$ cat config.mk
export PLATFORM = sky130hd
export DESIGN_NAME = alu_arbiter
export DESIGN_NICKNAME = d
export VERILOG_FILES = /design/src/rtl/alu_arbiter.sv
export SDC_FILE = /design/constraint.sdc
export NUM_CORES = 1
export LEC_CHECK = 0
export CORE_MARGIN = 10
export CORE_UTILIZATION = 24
export CTS_CLUSTER_SIZE = 16
export DETAILED_ROUTE_END_ITERATION = 16
export HOLD_SLACK_MARGIN = 0.12
export PLACE_DENSITY = 0.61
export SLEW_MARGIN = 40
export SYNTH_ARGS = -nofsm -noshare
export SYNTH_HDL_FRONTEND = slang
export SYNTH_SLANG_ARGS = --single-unit
$ cat constraint.sdc
create_clock -name clk -period 1.7 [get_ports clk]
set_input_delay 0.34 -clock clk [delete_from_list [all_inputs] [get_ports clk]]
set_output_delay 0.34 -clock clk [all_outputs]
set_load 0.05 [all_outputs]
$ cat src/rtl/alu_arbiter.sv
// -----------------------------------------------------------------------------
// alu_arbiter
//
// Shares one combinational ALU between two requesters. Each accepted
// operation takes one pass through IDLE -> EXEC -> RESP:
//
//   state | meaning
//   ------+---------------------------------------------------------------
//   IDLE  | waiting for a request; grant one requester and latch its operands
//   EXEC  | ALU inputs are stable; capture result and flags into rsp_*
//   RESP  | rsp_valid high; hold rsp_* until rsp_ready, then return to IDLE
//
// Ties between the requesters are broken by a round-robin pointer. The pointer
// moves to the other requester only when a response handshake completes, so
// an abandoned operation (reset mid-flight) never changes fairness.
//
// Ports
//   clk, rst                  clock, synchronous active-high reset
//   req0_* / req1_*           valid/ready handshake, operands a/b, opcode sel
//   alu_a, alu_b, alu_sel     registered drive into the shared ALU
//   alu_result, alu_of,
//   alu_carry, alu_cero,
//   alu_neg                   combinational ALU outputs
//   rsp_valid, rsp_ready      response handshake
//   rsp_id                    index of the requester the response belongs to
//   rsp_result, rsp_of,
//   rsp_carry, rsp_cero,
//   rsp_neg, rsp_err          captured result, flags and bad-opcode indication
// -----------------------------------------------------------------------------
module alu_arbiter #(
    parameter int N = 4
) (
    input  logic         clk,
    input  logic         rst,

    input  logic         req0_valid,
    output logic         req0_ready,
    input  logic [N-1:0] req0_a,
    input  logic [N-1:0] req0_b,
    input  logic [3:0]   req0_sel,

    input  logic         req1_valid,
    output logic         req1_ready,
    input  logic [N-1:0] req1_a,
    input  logic [N-1:0] req1_b,
    input  logic [3:0]   req1_sel,

    output logic [N-1:0] alu_a,
    output logic [N-1:0] alu_b,
    output logic [3:0]   alu_sel,
    input  logic [N-1:0] alu_result,
    input  logic         alu_of,
    input  logic         alu_carry,
    input  logic         alu_cero,
    input  logic         alu_neg,

    output logic         rsp_valid,
    input  logic         rsp_ready,
    output logic         rsp_id,
    output logic [N-1:0] rsp_result,
    output logic         rsp_of,
    output logic         rsp_carry,
    output logic         rsp_cero,
    output logic         rsp_neg,
    output logic         rsp_err
);

    typedef enum logic [1:0] {
        IDLE = 2'd0,
        EXEC = 2'd1,
        RESP = 2'd2
    } state_t;

    localparam logic [3:0] OP_LAST = 4'b0101;

    state_t state;
    state_t state_nxt;

    logic   ptr;        // requester favoured on a tie
    logic   id_q;       // requester owning the in-flight operation
    logic   grant_any;
    logic   grant_id;
    logic   accept;
    logic   op_err;

    // Grant selection: a lone valid requester wins outright, a tie goes to ptr.
    always_comb begin
        grant_any = req0_valid | req1_valid;
        grant_id  = 1'b0;
        if (req0_valid && req1_valid) begin
            grant_id = ptr;
        end else if (req1_valid) begin
            grant_id = 1'b1;
        end
    end

    // Ready is gated by rst so nothing is handshaken during a reset cycle.
    always_comb begin
        req0_ready = 1'b0;
        req1_ready = 1'b0;
        accept     = 1'b0;
        if (state == IDLE && !rst && grant_any) begin
            accept     = 1'b1;
            req0_ready = ~grant_id;
            req1_ready = grant_id;
        end
    end

    always_comb begin
        state_nxt = state;
        case (state)
            IDLE: begin
                if (accept) begin
                    state_nxt = EXEC;
                end
            end
            EXEC: begin
                state_nxt = RESP;
            end
            RESP: begin
                if (rsp_ready) begin
                    state_nxt = IDLE;
                end
            end
            default: begin
                state_nxt = IDLE;
            end
        endcase
    end

    assign rsp_valid = (state == RESP);
    assign op_err    = (alu_sel > OP_LAST);

    always_ff @(posedge clk) begin
        if (rst) begin
            state      <= IDLE;
            ptr        <= 1'b0;
            id_q       <= 1'b0;
            alu_a      <= '0;
            alu_b      <= '0;
            alu_sel    <= 4'b0000;
            rsp_id     <= 1'b0;
            rsp_result <= '0;
            rsp_of     <= 1'b0;
            rsp_carry  <= 1'b0;
            rsp_cero   <= 1'b0;
            rsp_neg    <= 1'b0;
            rsp_err    <= 1'b0;
        end else begin
            state <= state_nxt;

            // ALU inputs only change on accept, so they hold through EXEC/RESP.
            if (accept) begin
                alu_a   <= grant_id ? req1_a   : req0_a;
                alu_b   <= grant_id ? req1_b   : req0_b;
                alu_sel <= grant_id ? req1_sel : req0_sel;
                id_q    <= grant_id;
            end

            if (state == EXEC) begin
                rsp_id <= id_q;
                if (op_err) begin
                    // Whatever the ALU drives for an unknown opcode is ignored.
                    rsp_result <= '0;
                    rsp_of     <= 1'b0;
                    rsp_carry  <= 1'b0;
                    rsp_cero   <= 1'b0;
                    rsp_neg    <= 1'b0;
                    rsp_err    <= 1'b1;
                end else begin
                    rsp_result <= alu_result;
                    rsp_of     <= alu_of;
                    rsp_carry  <= alu_carry;
                    rsp_cero   <= alu_cero;
                    rsp_neg    <= alu_neg;
                    rsp_err    <= 1'b0;
                end
            end

            if (state == RESP && rsp_ready) begin
                ptr <= ~rsp_id;
            end
        end
    end

endmodule
==> impl_results.md <==
- Final Critical Period: 1640 ps
- Root Buffer: clkbuf_8
- CP max stage delay: between 200 and 300 ps
- Hold-fix buffers, CTS: 0
- RSZ-0062 raised after global routing: true
- Site Rows: 25
- CORE AREA: between 4000 and 5000 µm²
- Buf+Inv Stages, Crit Path: 2
- Routed via count: ~1,200
- R2R Path End: alu_b[2]$_SDFFE_PP0P_
- I/O Pins: 62
- Final period util: 0.967
- Critical path peak fanout: 4
- CTS max path bufs: 2
- Wirelength per Cell: approximately 15 µm
- Number of DRC markers in iteration 0: 37
- Vias in the first global route: roughly 1,200
- Dpl hpwl: ~3000 µm
- Maxcap violations: 0
- P_leak: 0.766 nW
- GP Congestion: between 0.7 and 0.8
- GRT overflow: 0
- Worst R2R Setup Slack: 470 ps
- Fin util: 0.413
- Largest net degree at the start of global routing: 26
- Syn. warnings: 0
- Nets: ~230
- Startpoint types: input port
- Starting Density: 0.253
- Placed cells: 252
- Post-Route WL: slightly below 4000 µm
- Fillcell total: between 400 and 500
- Die ar.: approximately 8400 µm²
- Worst Reg-to-Reg Cells: 4
- Worst-path clk slew: about 90 ps
- Worst vdd ir: about 0.34 mV
- CP Class: in2out
- Slew Viols, Final: 0
- Most frequent cells in the layout: buf_4, clkdlybuf4s50_1, dfxtp_1, a21oi_1, nand3b_1
- Initial antenna violation count: 0
- Via density: ~4.6
- Ant diodes: 0
- Hold Path Class: reg2reg
- Hold Vio Cnt, Final: 0
- Status: finished, final reports clean
- Cell area after synthesis: between 1000 and 1500 µm²
- Worst slew pin tran: around 450 ps
- Layout cell share with drive strength beyond 1: 0.314
- Commonest non-fill, non-tap cell in the layout: buf_4
- Cells along the critical path: dlygate4sd2_1, or2_4, and2_4, o21a_4, buf_12
- Clock Skews: between 6 and 7 ps
- Critical path arrival: between 1000 and 1500 ps
- Die Height: ~90 µm
- Synth Register Bits: 26
- Peak Freq: between 600 and 700 MHz
- Pwr dens: around 840 nW/µm²
- CP max-delay cell: dlygate4sd2_1
- Unique cell type count in the Yosys netlist: 28
- Overall Global Routing Usage: 0.0904
- Clock latency on the worst-skew pair: around 270 ps
- Reg-to-Reg Start: state[0]$_SDFFE_PP0P_
- Setup violations, final: 0
- DR pass1 iterations: 4
- # DRC: 0
- Die width: roughly 92 µm
- Rel. slew slack: 0.699
- Post-route ant nets: 0
- Worst Setup SP: req1_valid
- Worst EP required: roughly 1400 ps
- CTS tree: built
- Synthesis-to-layout area growth: 63.2%
- CP endpoint kind: primary output
- Buffers on Ports: a little over 60
- Final Hold Slack: around 500 ps
- Setup crit end: req0_ready
- Worst setup margin: between 50 and 60 ps
- Post-synthesis sequential area ratio: 0.424
- Delay-heaviest family, CP: buffers and inverters
- Net count after synthesis: ~160
- Gate Count Post-Synth: between 100 and 150
- Setup WS pre-CTS: -159 ps
- Post-route insts no fill: about 260
- CTS Sinks: 26
- Pwr Total: 1.68 mW
- First-pass GRT wire length: roughly 6300 µm
- H-tree levels: 1
- Syn_area_per_cell: just under 10 µm²
- TritonCTS Buffers: 3
- Crit path depth: 5
## per-layer routing
| metal | GRT usage | up-vias | routed length [µm] |
|---|---|---|---|
| met5 | 0 | - | 0 |
| met4 | 0.0274 | 0 | 36 |
| li1 | - | 604 | - |
| met2 | 0.141 | 39 | 1720 |
| met1 | 0.115 | 532 | 1870 |
| met3 | 0.0288 | 2 | 274 |
## stage by stage
stage | area [µm²] | setup TNS (ps)
floorplan | 1230 | -30.2
global placement | 1920 | -356
detailed placement | 1920 | -666
CTS | 1990 | 0
global route | 2000 | -29.9
finish | 2000 | 0
## kinds of logic after synthesis
group	count (synthesis)	synth area share
AOI/OAI and AO/OA	49	0.313
and+or+nand+nor	33	0.183
DFF	26	0.424
buffers and inverters	15	0.0632
muxes	2	0.0163
## synthesized netlist by cell type
library cell	n	area, µm²
mux2i_1	2	20.0
dfxtp_1	26	521
a311oi_2	8	120
nor2b_1	1	6.26
nor2b_4	1	13.8
o21ai_0	12	60.1
o21ba_1	1	10.0
buf_2	2	10.0
nand2b_1	2	12.5
a21oi_1	13	65.1
a21boi_0	1	7.51
buf_6	2	22.5
nor3b_1	1	7.51
or2_4	1	8.76
nor3_4	1	16.3
buf_4	1	7.51
a311oi_1	4	35.0
clkbuf_1	7	26.3
inv_1	2	7.51
nand2_1	1	3.75
and2_4	1	8.76
inv_2	1	3.75
a221oi_1	1	8.76
nand3b_1	13	97.6
nor2_1	10	37.5
nor3b_2	1	12.5
o21a_1	1	7.51
a32oi_1	8	70.1
## worst min-delay path by stage
stage / to / from / slack (ps) / depth (start not counted)
floorplan: rsp_id$_SDFFE_PP0N_ / id_q$_SDFFE_PP0P_ / 450 / 2
global placement: rsp_err$_SDFFE_PP0N_ / rsp_err$_SDFFE_PP0N_ / 460 / 2
detailed placement: rsp_err$_SDFFE_PP0N_ / rsp_err$_SDFFE_PP0N_ / 470 / 2
CTS: rsp_err$_SDFFE_PP0N_ / rsp_err$_SDFFE_PP0N_ / 490 / 2
global route: rsp_err$_SDFFE_PP0N_ / rsp_err$_SDFFE_PP0N_ / 520 / 2
finish: rsp_err$_SDFFE_PP0N_ / rsp_err$_SDFFE_PP0N_ / 490 / 2
## timing repair
| item | in CTS | in global routing |
|---|---|---|
| endpoints found under the hold margin | 0 | 0 |
| gates resized for setup | 7 | 1 |
| buffers inserted | 1 | 1 |
| endpoints found under the setup margin | 2 | 2 |
| pin swaps | 2 | 1 |
## final cells by class
cell class,count,area (µm²),share of cell area
clock buffer,4,55.1,0.0275
inverter,3,11.3,0.00562
multi-input combinational,84,648,0.324
sequential,26,526,0.262
tap,67,83.8,0.0418
timing repair buffer,74,679,0.339
## worst register-to-register path, cell delays in order, from the launching register on
cell	delay [ps]
dfxtp_4	370
nor3_4	210
and2_4	190
buf_4	210
a311oi_2	120
## flip-flops by register name, summed over array words and instances, names as in the netlist, 2 cells and up
name	flops
alu_a	4
alu_b	4
state	2
rsp_result	4
alu_sel	4
## report_power, final
| group | switching (mW) | total (mW) | leakage [nW] | internal (mW) |
|---|---|---|---|---|
| Clock | 0.195 | 0.402 | 0.0288 | 0.207 |
| Combinational | 0.329 | 0.584 | 0.523 | 0.255 |
| Sequential | 0.0341 | 0.693 | 0.214 | 0.659 |
| Total | 0.558 | 1.68 | 0.766 | 1.12 |
No activity file was read; power rests on OpenSTA's default activity.
